$ cat config.mk
export PLATFORM = sky130hd
export DESIGN_NAME = decode_packet
export DESIGN_NICKNAME = d
export VERILOG_FILES = /design/src/rtl/decode_packet_pkg.sv /design/src/rtl/decode_packet_flit_unpack.sv /design/src/rtl/decode_packet.sv
export SDC_FILE = /design/constraint.sdc
export NUM_CORES = 2
export LEC_CHECK = 0
export CAP_MARGIN = 0
export CORE_AREA = 2 2 428 430
export DETAILED_ROUTE_END_ITERATION = 16
export DIE_AREA = 0 0 430 432
export PLACE_DENSITY = 0.5
export SLEW_MARGIN = 5
export SYNTH_ARGS = -nofsm -noshare
export SYNTH_HDL_FRONTEND = slang
export SYNTH_SLANG_ARGS = --single-unit
export TNS_END_PERCENT = 10
$ cat constraint.sdc
create_clock -name clk -period 2.71 [get_ports clk]
set_input_delay 0.4065 -clock clk [delete_from_list [all_inputs] [get_ports clk]]
set_output_delay 0.4065 -clock clk [all_outputs]
set_load 0.005 [all_outputs]
$ cat src/rtl/decode_packet_pkg.sv
// Shared definitions for the Aurora packet link (encode and decode sides).
// Holds the flit geometry, header field offsets, the receiver state encoding
// and the packed flit header layout.
package decode_packet_pkg;

    localparam int unsigned DATA_WIDTH        = 1024;
    localparam int unsigned ADDR_WIDTH        = 10;
    localparam int unsigned DATA_DFX_WIDTH    = DATA_WIDTH + ADDR_WIDTH;
    localparam int unsigned NUMBER_PACKET     = 19;
    localparam int unsigned FLIT_PAYLOAD      = 55;
    localparam int unsigned AURORA_DATA_WIDTH = 64;

    localparam int unsigned SRC_LSB        = 0;
    localparam int unsigned NUM_LSB        = 2;
    localparam int unsigned TTL_LSB        = 7;
    localparam int unsigned PAYLOAD_LSB    = 9;
    localparam int unsigned LAST_FLIT_BITS = 44;

    localparam int unsigned SRC_W = 2;
    localparam int unsigned NUM_W = 5;
    localparam int unsigned TTL_W = 2;

    typedef enum logic [1:0] {
        IDLE    = 2'd0,
        COLLECT = 2'd1,
        OUTPUT  = 2'd2
    } state_e;

    // Header bits [8:0] of a flit, MSB first.
    typedef struct packed {
        logic [TTL_W-1:0] ttl;
        logic [NUM_W-1:0] num;
        logic [SRC_W-1:0] src;
    } flit_hdr_t;

endpackage

$ cat src/rtl/decode_packet_flit_unpack.sv
// flit_field_unpack: combinational split of one 64-bit Aurora flit.
// Ports:
//   flit_i     - raw flit
//   hdr_c      - src / packet number / TTL header fields
//   payload_c  - flit bits [63:9]
module flit_field_unpack
    import decode_packet_pkg::*;
(
    input  logic [AURORA_DATA_WIDTH-1:0] flit_i,
    output flit_hdr_t                    hdr_c,
    output logic [FLIT_PAYLOAD-1:0]      payload_c
);

    assign hdr_c.src = flit_i[SRC_LSB +: SRC_W];
    assign hdr_c.num = flit_i[NUM_LSB +: NUM_W];
    assign hdr_c.ttl = flit_i[TTL_LSB +: TTL_W];
    assign payload_c = flit_i[PAYLOAD_LSB +: FLIT_PAYLOAD];

endmodule

$ cat src/rtl/decode_packet.sv
// decode_packet: Aurora RX reassembly. Checks flit sequence numbers and source,
// rebuilds the 1034-bit DFX word from 19 flits and hands it to the router
// controller over valid/ready.
// Ports:
//   clk, rst                - clock, synchronous active-high reset
//   fifo_valid_i/ready_o    - flit handshake from the RX FIFO
//   data_recv               - 64-bit flit
//   decode_valid_o/ready_i  - packet handshake to the router controller
//   data_decode_o           - payload, dfx[1033:10]
//   router_dst_addr_recv    - destination address, dfx[9:0]
//   src_router_o, ttl_o     - source router and TTL of the packet
//   decode_err_o            - one-cycle pulse on sequence/source error
// Build option: DECODE_TTL_CHECK_EN drops packets whose flit 0 carries TTL 0
// and reports TTL-1 for accepted packets.
module decode_packet
    import decode_packet_pkg::*;
(
    input  logic                         clk,
    input  logic                         rst,
    input  logic                         fifo_valid_i,
    output logic                         fifo_ready_o,
    input  logic [AURORA_DATA_WIDTH-1:0] data_recv,
    output logic                         decode_valid_o,
    input  logic                         decode_ready_i,
    output logic [DATA_WIDTH-1:0]        data_decode_o,
    output logic [ADDR_WIDTH-1:0]        router_dst_addr_recv,
    output logic [SRC_W-1:0]             src_router_o,
    output logic [TTL_W-1:0]             ttl_o,
    output logic                         decode_err_o
);

    localparam logic [NUM_W-1:0] LAST_NUM = NUM_W'(NUMBER_PACKET - 1);

    state_e                    state_q, state_d;
    logic [NUM_W-1:0]          exp_q, exp_d;
    logic [SRC_W-1:0]          src_q, src_d;
    logic [TTL_W-1:0]          ttl_q, ttl_d;
    logic [DATA_DFX_WIDTH-1:0] dfx_q, dfx_d;
    logic                      fifo_ready_q, fifo_ready_d;
    logic                      decode_valid_q, decode_valid_d;
    logic                      decode_err_q, decode_err_d;
`ifdef DECODE_TTL_CHECK_EN
    logic                      drop_q, drop_d;
`endif

    flit_hdr_t                 hdr_c;
    logic [FLIT_PAYLOAD-1:0]   payload_c;
    logic                      accept_c;
    logic                      start_c;
    logic                      store_c;

    flit_field_unpack u_unpack (
        .flit_i    (data_recv),
        .hdr_c     (hdr_c),
        .payload_c (payload_c)
    );

    assign accept_c = fifo_valid_i & fifo_ready_q;

    // Next-state, assembly and registered-output logic.
    always_comb begin
        state_d      = state_q;
        exp_d        = exp_q;
        src_d        = src_q;
        ttl_d        = ttl_q;
        dfx_d        = dfx_q;
        decode_err_d = 1'b0;
        start_c      = 1'b0;
        store_c      = 1'b0;
`ifdef DECODE_TTL_CHECK_EN
        drop_d       = drop_q;
`endif

        unique case (state_q)
            IDLE: begin
                if (accept_c) begin
                    if (hdr_c.num == '0) begin
                        start_c = 1'b1;
                    end else begin
`ifdef DECODE_TTL_CHECK_EN
                        // Tail of a TTL-dropped packet is discarded silently.
                        decode_err_d = ~drop_q;
`else
                        decode_err_d = 1'b1;
`endif
                    end
                end
            end
            COLLECT: begin
                if (accept_c) begin
                    if (hdr_c.num == exp_q && hdr_c.src == src_q) begin
                        store_c = 1'b1;
                        exp_d   = NUM_W'(exp_q + NUM_W'(1));
                        if (hdr_c.num == LAST_NUM) begin
                            state_d = OUTPUT;
                        end
                    end else if (hdr_c.num == '0) begin
                        // A fresh flit 0 aborts the partial packet and restarts.
                        decode_err_d = 1'b1;
                        start_c      = 1'b1;
                    end else begin
                        decode_err_d = 1'b1;
                        dfx_d        = '0;
                        exp_d        = '0;
                        state_d      = IDLE;
                    end
                end
            end
            OUTPUT: begin
                if (decode_valid_q && decode_ready_i) begin
                    exp_d   = '0;
                    state_d = IDLE;
                end
            end
            default: begin
                exp_d   = '0;
                state_d = IDLE;
            end
        endcase

        if (start_c) begin
            dfx_d   = '0;
            src_d   = hdr_c.src;
            exp_d   = NUM_W'(1);
            store_c = 1'b1;
            state_d = COLLECT;
`ifdef DECODE_TTL_CHECK_EN
            ttl_d  = TTL_W'(hdr_c.ttl - TTL_W'(1));
            drop_d = 1'b0;
            if (hdr_c.ttl == '0) begin
                decode_err_d = 1'b1;
                drop_d       = 1'b1;
                store_c      = 1'b0;
                exp_d        = '0;
                state_d      = IDLE;
            end
`else
            ttl_d = hdr_c.ttl;
`endif
        end

        // Flits 0..17 carry 55 payload bits each; flit 18 carries the top 44.
        if (store_c) begin
            for (int unsigned k = 0; k < NUMBER_PACKET - 1; k++) begin
                if (hdr_c.num == NUM_W'(k)) begin
                    dfx_d[k*FLIT_PAYLOAD +: FLIT_PAYLOAD] = payload_c;
                end
            end
            if (hdr_c.num == LAST_NUM) begin
                dfx_d[DATA_DFX_WIDTH-1 -: LAST_FLIT_BITS] = payload_c[LAST_FLIT_BITS-1:0];
            end
        end

        fifo_ready_d   = (state_d != OUTPUT);
        decode_valid_d = (state_d == OUTPUT);
    end

    // State and output registers.
    always_ff @(posedge clk) begin
        if (rst) begin
            state_q        <= IDLE;
            exp_q          <= '0;
            src_q          <= '0;
            ttl_q          <= '0;
            dfx_q          <= '0;
            fifo_ready_q   <= 1'b0;
            decode_valid_q <= 1'b0;
            decode_err_q   <= 1'b0;
`ifdef DECODE_TTL_CHECK_EN
            drop_q         <= 1'b0;
`endif
        end else begin
            state_q        <= state_d;
            exp_q          <= exp_d;
            src_q          <= src_d;
            ttl_q          <= ttl_d;
            dfx_q          <= dfx_d;
            fifo_ready_q   <= fifo_ready_d;
            decode_valid_q <= decode_valid_d;
            decode_err_q   <= decode_err_d;
`ifdef DECODE_TTL_CHECK_EN
            drop_q         <= drop_d;
`endif
        end
    end

    assign fifo_ready_o         = fifo_ready_q;
    assign decode_valid_o       = decode_valid_q;
    assign decode_err_o         = decode_err_q;
    assign data_decode_o        = dfx_q[DATA_DFX_WIDTH-1:ADDR_WIDTH];
    assign router_dst_addr_recv = dfx_q[ADDR_WIDTH-1:0];
    assign src_router_o         = src_q;
    assign ttl_o                = ttl_q;

endmodule

==> results.sh <==
export IMPL_root_buffer="sky130_fd_sc_hd__clkbuf_16"
export IMPL_floorplan_initialDensity_pct=22.57
export IMPL_initial_antenna_violation_count=6
export IMPL_route_detailed_drc=0
export IMPL_nNetsFinal=4907
export IMPL_setup_viol=0
export IMPL_startpoint_type_of_the_worst_setup_path="flop"
export IMPL_post_synth_most_frequent_cells="1048 x sky130_fd_sc_hd__dfxtp_1, 980 x sky130_fd_sc_hd__inv_1, 490 x sky130_fd_sc_hd__o32ai_2, 489 x sky130_fd_sc_hd__o32ai_1, 288 x sky130_fd_sc_hd__clkbuf_1"
export IMPL_clock_sinks=1048
export IMPL_tritoncts_clock_tree="yes"
export IMPL_crit_type="flop to flop"
export IMPL_min_from="rst"
export IMPL_port_buffers=1108
export IMPL_grt_setup_unrepaired="false"
export IMPL_critical_path_max_fanout=55
export IMPL_tightestPinTransition_ns=0.7650
export IMPL_post_synth_top_count_cell="sky130_fd_sc_hd__dfxtp_1"
export IMPL_synth_largest_type_area_fraction_pct=51.17
export IMPL_vias_in_the_first_global_route=32550
export IMPL_critPathTopFamily="simple AND/OR/NAND/NOR gates"
export IMPL_yosys_area_share_adder_pct=0.03051
export IMPL_layout_cells_non_filler=7328
export IMPL_syn2layout_area_growth_pct=47.03
export IMPL_share_of_cell_area_taken_by_muxes_after_synthesis_pct=0.09764
export IMPL_synth_area_per_cell_um2=10.76
export IMPL_synth_simple_gate_area_share_pct=3.509
export IMPL_num_io_pins=1109
export IMPL_vdd_drop_max_mv=0.4765
export IMPL_yosys_cell_types_count=46
export IMPL_instance_area_after_placement_um2=56220
export IMPL_clock_latency_at_the_later_pin_of_the_worst_skew_pair_ns=0.77
export IMPL_synthesis_instances=3810
export IMPL_timing_rr_start="exp_q[1]"
export IMPL_detailroute_via_count=33680
export IMPL_postCtsSetupRepairBufs=0
export IMPL_post_synth_main_area_contributors="sky130_fd_sc_hd__dfxtp_1 51%, sky130_fd_sc_hd__o32ai_2 19%, sky130_fd_sc_hd__o32ai_1 10%"
export IMPL_max_slew_margin_rel_pct=49.00
export IMPL_drv_slew=0
export IMPL_critPathSlowestCell="sky130_fd_sc_hd__or4_1"
export IMPL_worst_path_most_repeated_cell="sky130_fd_sc_hd__buf_12"
export IMPL_final_layout_size_suffix_gt1_share_pct=20.46
export IMPL_number_of_buffers_and_inverters_on_the_critical_path=2
export IMPL_synth_warning_count=0
export IMPL_htreeDepth=3
export IMPL_achievable_frequency_ghz=0.4009
export IMPL_fp_row_count=157
export IMPL_run_status="complete, no violations"
export IMPL_critPathLaunch="exp_q[1]"
export IMPL_die_width_um=430
export IMPL_seq_cells_post_synth=1048
export IMPL_synthesis_area_um2=41000
export IMPL_synth_compound_gate_area_share_pct=30.91
export IMPL_yosys_area_share_xor_xnor_pct=0.1282
export IMPL_detailedPlacementHpwl_mm=131.2
export IMPL_finalInstanceArea_um2=60290
export IMPL_cts_made_buffers=119
export IMPL_total_routing_resource_utilization_after_global_routing_pct=19.45
export IMPL_gpl_final_weighted_congestion=0.8099
export IMPL_critical_path_required_ns=3.35
export IMPL_hp_class="primary input to flop"
export IMPL_initialDrtViolationCount=2307
export IMPL_dpl_cell_count=7102
export IMPL_ant_nets=0
export IMPL_leakage_nw=18.80
export IMPL_route_final_wire_length_mm=190.1
export IMPL_grt_pass1_wl_mm=257.4
export IMPL_grt_ovfl_total=0
export IMPL_dieArea_um2=185800
export IMPL_pwr_per_cell_area_nw_per_um2=562.3
export IMPL_final_period_minus_worst_setup_slack_ns=2.494
export IMPL_wire_length_per_cell_after_detailed_routing_um=25.94
export IMPL_final_hold_violation_count=0
export IMPL_clockBufferDepth=3
export IMPL_synth_enable_flop_cells=0
export IMPL_cts_clock_pin_slew_for_the_worst_setup_and_hold_paths_ns=0.06
export IMPL_synth_flop_cell="sky130_fd_sc_hd__dfxtp_1"
export IMPL_coreArea_um2=181700
export IMPL_cts_hold_fix_buffers=0
export IMPL_async_reset_ff_share_pct=0
export IMPL_sequential_cell_area_fraction_in_the_yosys_report_pct=51.17
export IMPL_viasPerCell=4.596
export IMPL_worst_hold_slack_ns=0.09980
export IMPL_slowest_delay_ns=0.59
export IMPL_period_share_pct=92.04
export IMPL_chipHeight_um=432
export IMPL_grt_max_degree=117
export IMPL_yosys_area_top_type="sky130_fd_sc_hd__dfxtp_1"
export IMPL_cts_repair_resized=0
export IMPL_endpoint_kind="flop"
export IMPL_drtPass1Iterations=5
export IMPL_arrival_ns=3.13
export IMPL_worstPathCellList="xor2_1 -> or4_1 -> o221ai_4 -> buf_12 -> nand2_2 -> buf_12 -> o32ai_1"
export IMPL_clock_skew_ns=0.02380
export IMPL_syn_nets=3879
export IMPL_synth_top_family_by_area="compound AO/OA/AOI/OAI gates"
export IMPL_cap_violations=0
-- worst reg2reg max path: stages (launching register included) --
cell and delay [ns]:
sky130_fd_sc_hd__dfxtp_1 0.36, sky130_fd_sc_hd__xor2_1 0.21, sky130_fd_sc_hd__or4_1 0.59, sky130_fd_sc_hd__o221ai_4 0.27, sky130_fd_sc_hd__buf_12 0.23, sky130_fd_sc_hd__nand2_2 0.10
sky130_fd_sc_hd__buf_12 0.18, sky130_fd_sc_hd__o32ai_1 0.44
-- flip-flops by register name, indices dropped and copies added (netlist names) --
| register | cells |
|---|---|
| ttl_o | 2 |
| exp_q | 5 |
| state_q | 2 |
| decode_valid_o | 1 |
| src_router_o | 2 |
| fifo_ready_o | 1 |
| dfx_q | 1034 |
| decode_err_o | 1 |
-- layout make-up --
type	instances	area, um2
well taps	2385	2984
fillers	18460	121400
clock inverters	48	633.1
flip-flops and latches	1048	20980
repair buffers	1360	14100
diodes	7	17.52
clock buffers	171	3415
inverters	981	3682
multi-input cells	1328	14480
-- path summary, 6_finish.rpt --
path                 to  slack (ns)  cells past startpoint
max          dfx_q[471]        0.22                      7
min           dfx_q[17]         0.1                      2
max reg2reg  dfx_q[471]        0.22                      7
min reg2reg    dfx_q[4]        0.46                      2
-- report_power, final --
part           internal [W]  switching (W)  total, W
clock network       0.00988        0.00696    0.0168
logic              0.000458        0.00119   0.00165
registers            0.0154     0.00000436    0.0154
total                0.0257        0.00816    0.0339
-- metrics by stage --
stage / TNS, ns / utilization [%] / worst slack [ns] / total power (W)
after floorplan: 0 / - / 0.3539 / 0.01651
after global placement: -116.21 / 30.94 / -0.4002 / 0.01741
after detailed placement: -127.11 / 30.94 / -0.3796 / 0.01741
after CTS: 0 / 33.17 / 0.07443 / 0.03433
after global routing: 0 / 33.18 / 0.1335 / 0.03495
final: 0 / 33.18 / 0.2158 / 0.03390
-- cells by family (layout without fill, tap and decap cells) --
group,Yosys count,after routing
multiplexers,4,4
adder cells (fa/ha/maj),1,1
other,0,7
buffers and inverters,1434,2560
AO/OA/AOI/OAI,1054,1054
XOR/XNOR,6,6
AND/OR/NAND/NOR,263,263
flip-flops,1048,1048
-- routing by layer --
metal / GRT usage (%) / part of all wire, % / vias up
met5: 0 / 0 / -
met1: 23.62 / 41 / 16690
met4: 8.583 / 4.2 / 0
met3: 4.810 / 6.8 / 301
li1: - / - / 15480
met2: 32.47 / 48 / 1204
-- cell usage in the layout (no fill, tap or decap), drive strengths merged, types with 11 or more instances in the layout --
cell / netlist / layout
a21oi: 61 / 61
buf: 165 / 253
bufinv: 0 / 12
clkbuf: 288 / 171
clkdlybuf4s50: 0 / 1107
clkinv: 0 / 29
dfxtp: 1048 / 1048
inv: 981 / 984
nand2: 78 / 78
nand2b: 62 / 62
nand3: 74 / 74
nor2: 11 / 11
o32ai: 979 / 979
No activity file was read; power rests on OpenSTA's default activity.
